$ cat config.mk
export PLATFORM = sky130hd
export DESIGN_NAME = iob_native_bridge
export DESIGN_NICKNAME = d
export VERILOG_FILES = /design/src/rtl/iob_native_bridge.sv
export SDC_FILE = /design/constraint.sdc
export NUM_CORES = 1
export LEC_CHECK = 0
export ABC_AREA = 1
export CORE_AREA = 3 3 120 122
export CTS_CLUSTER_DIAMETER = 150
export DETAILED_ROUTE_END_ITERATION = 10
export DIE_AREA = 0 0 123 125
export HOLD_SLACK_MARGIN = 0.15
export PLACE_DENSITY = 0.94
export SLEW_MARGIN = 0
export SYNTH_ARGS = -nofsm -noshare
export SYNTH_HDL_FRONTEND = slang
export SYNTH_SLANG_ARGS = --single-unit
$ cat constraint.sdc
create_clock -name clk_i -period 6 [get_ports clk_i]
set_input_delay 0.6 -clock clk_i [delete_from_list [all_inputs] [get_ports clk_i]]
set_output_delay 0.6 -clock clk_i [all_outputs]
set_load 0.01 [all_outputs]
$ cat src/rtl/iob_native_bridge.sv
// Native-to-bus bridge: one native master routed to an instruction channel or
// one of N_DBUS address-decoded data channels, with an optional timeout.
module iob_native_bridge #(
  parameter int ADDR_W  = 32,
  parameter int DATA_W  = 32,
  parameter int N_DBUS  = 2,
  parameter int TIMEOUT = 0
) (
  input  logic                     clk_i,
  input  logic                     arst_i,
  input  logic                     cke_i,
  input  logic                     nat_valid_i,
  input  logic                     nat_instr_i,
  input  logic [ADDR_W-1:0]        nat_addr_i,
  input  logic [DATA_W-1:0]        nat_wdata_i,
  input  logic [DATA_W/8-1:0]      nat_wstrb_i,
  output logic [DATA_W-1:0]        nat_rdata_o,
  output logic                     nat_ready_o,
  output logic                     ibus_valid_o,
  output logic [ADDR_W-1:0]        ibus_addr_o,
  input  logic                     ibus_ready_i,
  input  logic                     ibus_rvalid_i,
  input  logic [DATA_W-1:0]        ibus_rdata_i,
  output logic [N_DBUS-1:0]        dbus_valid_o,
  output logic [ADDR_W-1:0]        dbus_addr_o,
  output logic [DATA_W-1:0]        dbus_wdata_o,
  output logic [DATA_W/8-1:0]      dbus_wstrb_o,
  input  logic [N_DBUS-1:0]        dbus_ready_i,
  input  logic [N_DBUS-1:0]        dbus_rvalid_i,
  input  logic [N_DBUS*DATA_W-1:0] dbus_rdata_i,
  output logic                     err_o
);
  localparam int SEL_W = (N_DBUS > 1) ? $clog2(N_DBUS) : 1;
  localparam int CNT_W = (TIMEOUT > 0) ? $clog2(TIMEOUT + 1) : 1;

  typedef enum logic [1:0] {IDLE, REQ, RESP, DONE} state_t;

  state_t             state;
  logic               instr_q;
  logic               read_q;
  logic [SEL_W-1:0]   sel_q;
  logic [CNT_W-1:0]   cnt;

  logic [SEL_W-1:0]   sel;
  logic               dec_err;
  logic               sel_ready;
  logic               sel_rvalid;
  logic [DATA_W-1:0]  sel_rdata;
  logic               tmo;

  always_comb begin
    sel = '0;
    if (N_DBUS > 1) sel = nat_addr_i[ADDR_W-1 -: SEL_W];
    dec_err = !nat_instr_i && (int'(sel) >= N_DBUS);
  end

  // Only the channel captured for the current transaction is ever listened to.
  always_comb begin
    if (instr_q) begin
      sel_ready  = ibus_ready_i;
      sel_rvalid = ibus_rvalid_i;
      sel_rdata  = ibus_rdata_i;
    end else begin
      sel_ready  = dbus_ready_i[sel_q];
      sel_rvalid = dbus_rvalid_i[sel_q];
      sel_rdata  = dbus_rdata_i[int'(sel_q)*DATA_W +: DATA_W];
    end
  end

  assign tmo = (TIMEOUT > 0) && (int'(cnt) + 1 >= TIMEOUT);

  always_ff @(posedge clk_i or posedge arst_i) begin
    if (arst_i) begin
      state        <= IDLE;
      instr_q      <= 1'b0;
      read_q       <= 1'b0;
      sel_q        <= '0;
      cnt          <= '0;
      nat_rdata_o  <= '0;
      nat_ready_o  <= 1'b0;
      ibus_valid_o <= 1'b0;
      ibus_addr_o  <= '0;
      dbus_valid_o <= '0;
      dbus_addr_o  <= '0;
      dbus_wdata_o <= '0;
      dbus_wstrb_o <= '0;
      err_o        <= 1'b0;
    end else if (cke_i) begin
      case (state)
        IDLE: if (nat_valid_i) begin
          instr_q      <= nat_instr_i;
          read_q       <= nat_instr_i || (nat_wstrb_i == '0);
          sel_q        <= sel;
          cnt          <= '0;
          ibus_addr_o  <= nat_addr_i;
          dbus_addr_o  <= nat_addr_i;
          dbus_wdata_o <= nat_wdata_i;
          dbus_wstrb_o <= nat_wstrb_i;
          if (dec_err) begin
            nat_rdata_o <= '0;
            state       <= DONE;
          end else begin
            if (nat_instr_i) ibus_valid_o <= 1'b1;
            else             dbus_valid_o <= N_DBUS'(1) << sel;
            state <= REQ;
          end
        end
        REQ: begin
          cnt <= cnt + CNT_W'(1);
          // A write accepted in the last allowed cycle still completes; a read does not.
          if (sel_ready && !read_q) begin
            ibus_valid_o <= 1'b0;
            dbus_valid_o <= '0;
            nat_ready_o  <= 1'b1;
            state        <= DONE;
          end else if (tmo) begin
            ibus_valid_o <= 1'b0;
            dbus_valid_o <= '0;
            nat_rdata_o  <= '0;
            nat_ready_o  <= 1'b1;
            err_o        <= 1'b1;
            state        <= DONE;
          end else if (sel_ready) begin
            ibus_valid_o <= 1'b0;
            dbus_valid_o <= '0;
            state        <= RESP;
          end
        end
        RESP: begin
          cnt <= cnt + CNT_W'(1);
          if (sel_rvalid) begin
            nat_rdata_o <= sel_rdata;
            nat_ready_o <= 1'b1;
            state       <= DONE;
          end else if (tmo) begin
            nat_rdata_o <= '0;
            nat_ready_o <= 1'b1;
            err_o       <= 1'b1;
            state       <= DONE;
          end
        end
        DONE: begin
          // Decode errors enter DONE with ready low and raise it one cycle later.
          if (nat_ready_o) begin
            nat_ready_o <= 1'b0;
            err_o       <= 1'b0;
            state       <= IDLE;
          end else begin
            nat_ready_o <= 1'b1;
            err_o       <= 1'b1;
          end
        end
        default: state <= IDLE;
      endcase
    end
  end
endmodule

# After elaboration in Yosys (flattened, before gate mapping)
# Cells that the tools add are included.
dict set report classes {
  order_cmp 1
  n_eq_ne 10
  shift 2
  muxes 27
  n_reduce_logical 14
}
# cell count
set ops {}
lappend ops {{64-bit by 7-bit indexed part select with 32-bit output} 1}
lappend ops {{32-bit 2-to-1 mux} 1}
lappend ops {{2-bit 2-to-1 mux} 9}
lappend ops {{5-bit AND reduction} 3}
lappend ops {{1-bit 2-to-1 mux} 13}
lappend ops {{2-bit != test (second input constant)} 6}
lappend ops {{2-bit one-hot mux with 4 select lines} 1}
lappend ops {{3-bit AND reduction} 2}
lappend ops {{2-bit equality test (second input constant)} 2}
lappend ops {{4-bit logical NOT} 1}
lappend ops {{2-bit one-hot mux with 2 select lines} 1}
lappend ops {{4-bit AND reduction} 1}
lappend ops {{3-bit != test (second input constant)} 1}
lappend ops {{1-bit one-hot mux with 3 select lines} 1}
lappend ops {{3-bit nonzero test} 1}
lappend ops {{2-bit by 1-bit equality test with 1-bit output (second input constant)} 1}
lappend ops {{2-bit logical NOT} 1}
lappend ops {{1-bit by 2-bit less-than comparator with 1-bit output (second input constant)} 1}
lappend ops {{1-bit one-hot mux with 2 select lines} 1}
lappend ops {{2-bit AND reduction} 1}
lappend ops {{2-bit nonzero test} 1}
lappend ops {{1-bit by 1-bit left shift with 2-bit output (first input constant)} 1}
lappend ops {{1-bit logical AND} 1}
lappend ops {{1-bit logical NOT} 1}
lappend ops {{1-bit logical OR} 1}
dict set report word_totals {
  regBits 110
  out_inout_bits 137
  elab_cells 66
}

# Longest topological paths before layout
dict set report logic_depth {
  word_depth 6
  ltp_mapped 10
}

# Least setup slack after synthesis
# No wires, ideal clock.
dict set report synth_path {
  kind {input port to flip-flop}
  startpoint {input port cke_i}
  endpoint {register dbus_wdata_o[0]}
  setup_ns 0.117
  arrival_time_ns 1.610
  setup_slack_ns 4.274
  cell_stages 8
  path_buffers 3
  path_cell_list {buf_2 inv_2 nor3_4 inv_2 buf_2 buf_2 nand2_1 nand2_1}
}
dict set report synth_via {
  elab_chain_len 1
}
# item line
set synth_rtl {}
lappend synth_rtl {{start: declaration} 11} ;# input logic cke_i,
lappend synth_rtl {{3-bit AND reduction (no line)} -}
lappend synth_rtl {{end signal: assignment} 97} ;# dbus_wdata_o <= nat_wdata_i;
lappend synth_rtl {{end: declaration} 26} ;# output logic [DATA_W-1:0] dbus_wdata_o,
# No other way between the ends.
# A chain may end at the register's enable or synchronous reset.

# Final worst setup path
dict set report layout_path {
  startpoint {register sel_q}
  endpoint {register nat_rdata_o[24]}
}
dict set report layout_via {
  elab_chain_len 4
  elab_cells_between_ends 6
  classes_between {shift (1); mux (4); reduce/logical (1)}
}
# item line
set layout_rtl {}
lappend layout_rtl {{start: declaration} 41} ;# logic [SEL_W-1:0] sel_q;
lappend layout_rtl {{start signal: assignment} 93} ;# sel_q <= sel;
lappend layout_rtl {{parallel branches: the longest is 4 deep, another holds 64-bit by 7-bit indexed part select with 32-bit output} -}
lappend layout_rtl {{end signal: assignment} 132} ;# nat_rdata_o <= sel_rdata;
lappend layout_rtl {{end: declaration} 17} ;# output logic [DATA_W-1:0] nat_rdata_o,
# Several ways; the timed one is not identified. The select of a mux whose other input is x is not followed.

==> run metrics <==
met3 wire length=roughly 1200 um; Crit. End Element=register; antenna cells=0; clock sinks=approximately 110; port buffer count=311; Synth area leaders=dfrtp_1, nand2_1, o21ai_0; Mapped Avg Cell Area=~7.8 um2; wire per inst=between 15 and 20 um; Tot Pwr=3.94 mW; Final Instance Count excl. Fillers=1100; largest buffer count on any clock path=2; Data required, critical path=between 6 and 7 ns; maximum vdd drop=approximately 0.00025 V; CTS-repair resized insts=0; Reg2Reg Depth=7; hold path depth=2; I/O pins=312; Final HPWL DP=between 10000 and 15000 um; clk_lat worst skew=0.35 ns; area share of the largest cell type after synthesis=about 53%; final hold violation count=0; Tcrit/Tclk final=38.7%; Die ar.=roughly 15000 um2; Levels on crit path=7; status=complete, no violations; TritonCTS clock tree=built; family with the most delay on the worst path=buffers and inverters; most frequent cells in the layout=nand2_1, clkdlybuf4s50_1, dfrtp_1; Crit path top cell by count=buf_4; Worst Setup Start Kind=register; Area Growth Syn to Fin=63.3%; Initial DRT Pass Iterations=4; Routed Wire Length=between 15000 and 20000 um; top layer in use=met4; Relative slew margins=between 20% and 30%; clk slew on worst S/H paths=0.07 ns; Nets=~1100; Crit Path Category=reg -> reg; initial core utilization=between 30% and 40%; flops & latches, synth=roughly 110; YS warnings=0; Crit-path slowest cell=buf_4; Pleak=3.93 nW; critical path fanouts, max=64; Post-CTS Setup Inserts=0; Final Setup Violations=0; vias in the first global route=between 5000 and 6000; FMAX=~430 MHz; met2 WL post-DR=~8500 um; setup repair after global routing missed its margin=no; Final GP Congestion=approximately 0.9; pwr dens=469 nW/um2; Fin Setup TNS=0 ns; core area=13300 um2; worst slew pin tran=between 1 and 1.5 ns; Final ANT Viol Nets=0; Pins Over Slew Limit=0; Synth Instances=roughly 660; Clock Tree Root=clkbuf_16; Cells after DPL=approximately 1100; CP Cell Sequence=buf_4 > inv_2 > nand2_1 > nand3_1 > nand4_2 > buf_4 > o21ai_0; GRT Util Overall=21.4%; syn_nets=840; mapped cell area=5150 um2; worst hold path class=reg -> reg; first-pass GRT wire length=~26000 um; Crit path largest cell delay=approximately 0.45 ns; vias per cell=roughly 4.7; clock skew=roughly 0.007 ns; Hold-fix buffers, CTS=0; synth unique cells=21; minimum clock period=around 2.3 ns; max-cap check violation count=0; initial antenna violation count=0; cts bufs inserted=9; die height=around 130 um; grt ovf=0; data arrival time of the critical path=2.52 ns; Cell Rows=42; DIE WIDTH=about 120 um; largest net degree at the start of global routing=73; DR iter-0 viols=approximately 280; commonest non-fill, non-tap cell in the layout=nand2_1; Vias=slightly above 5000; layout cell share with drive strength beyond 1=about 3.0%; register area share after synthesis=53.0%; Synth area leader=dfrtp_1; H-tree Lvls=3; CP bufs+invs=3; # DRC=0; wire length on met1=roughly 6400 um
## worst paths after layout
kind                                                    from                            to  slack [ns]
worst min-delay path            dbus_wdata_o[26]$_DFFE_PP0P_  dbus_wdata_o[26]$_DFFE_PP0P_        0.47
max in group asynchronous                             arst_i   dbus_addr_o[25]$_DFFE_PP0P_        4.10
worst max register to register             sel_q$_DFFE_PP0P_   nat_rdata_o[24]$_DFFE_PP0P_        3.68
worst min register to register  dbus_wdata_o[26]$_DFFE_PP0P_  dbus_wdata_o[26]$_DFFE_PP0P_        0.47
worst max-delay path                       sel_q$_DFFE_PP0P_   nat_rdata_o[24]$_DFFE_PP0P_        3.68
min in group asynchronous                             arst_i    nat_rdata_o[1]$_DFFE_PP0P_        0.70
## report_power, final
group / switching, mW / leakage, nW / internal [mW]
logic: 1.00 / 2.43 / 1.08
registers: 0.231 / 1.36 / 1.08
clock network: 0.268 / 0.132 / 0.294
total: 1.50 / 3.93 / 2.45
## state kept, by name (all words and copies together), names as in the netlist, 2 cells and up
| signal | flops |
|---|---|
| dbus_wstrb_o | 4 |
| dbus_valid_o | 2 |
| state | 2 |
| dbus_wdata_o | 32 |
| dbus_addr_o | 31 |
| nat_rdata_o | 32 |
## layer usage
metal  track usage, %  up-vias
li1                 -     2563
met1             24.9     2374
met2             37.1      203
met3             4.43       42
met4             10.2        0
met5                0        -
## cells by family (layout without fill, tap and decap cells)
| kind of cell | count (synthesis) | count (layout) | synth area share [%] |
|---|---|---|---|
| fa+ha+maj | 4 | 4 | 0.972 |
| flops | 109 | 109 | 53.0 |
| buf+inv | 85 | 348 | 8.80 |
| compound gates | 72 | 72 | 7.07 |
| simple gates | 391 | 391 | 30.2 |
## worst min-delay path: cells and delay by family, from the launching register on
family / cells / cell delay [ns]
simple gates: 2 / 0.09
flops: 1 / 0.35
## through the flow
| step | cell area [um2] | hold WS (ns) | setup slack (ns) | util (%) |
|---|---|---|---|---|
| 2_1_floorplan | 5150 | 0.450 | 2.53 | - |
| 3_3_place_gp | 8130 | 0.453 | 3.56 | 61.2 |
| 3_5_place_dp | 8130 | 0.458 | 3.52 | 61.2 |
| 4_1_cts | 8410 | 0.476 | 3.65 | 63.3 |
| 5_1_grt | 8410 | 0.488 | 3.40 | 63.3 |
| 6_report | 8410 | 0.472 | 3.68 | 63.3 |
## synth_stat cells
master	instances
nor3_1	1
nand3_1	42
dfrtp_1	109
or2_2	2
a21oi_1	2
o21ai_0	68
ha_1	4
nand4_1	2
nor4_1	1
buf_2	8
a31oi_1	1
a211oi_1	1
clkbuf_1	25
inv_2	4
nand4_2	1
nor2_1	7
nand2_1	334
inv_1	13
nor3_4	1
buf_1	2
buf_4	33
## cell type report
cell class | count | area [um2]
clock buffers | 11 | 243
clock inverters | 4 | 33.8
fillers | 1109 | 4880
inverters | 17 | 66.3
multi-input cells | 467 | 1970
flip-flops and latches | 109 | 2730
well taps | 176 | 220
repair buffers | 316 | 3150
No activity file was read; power rests on OpenSTA's default activity.
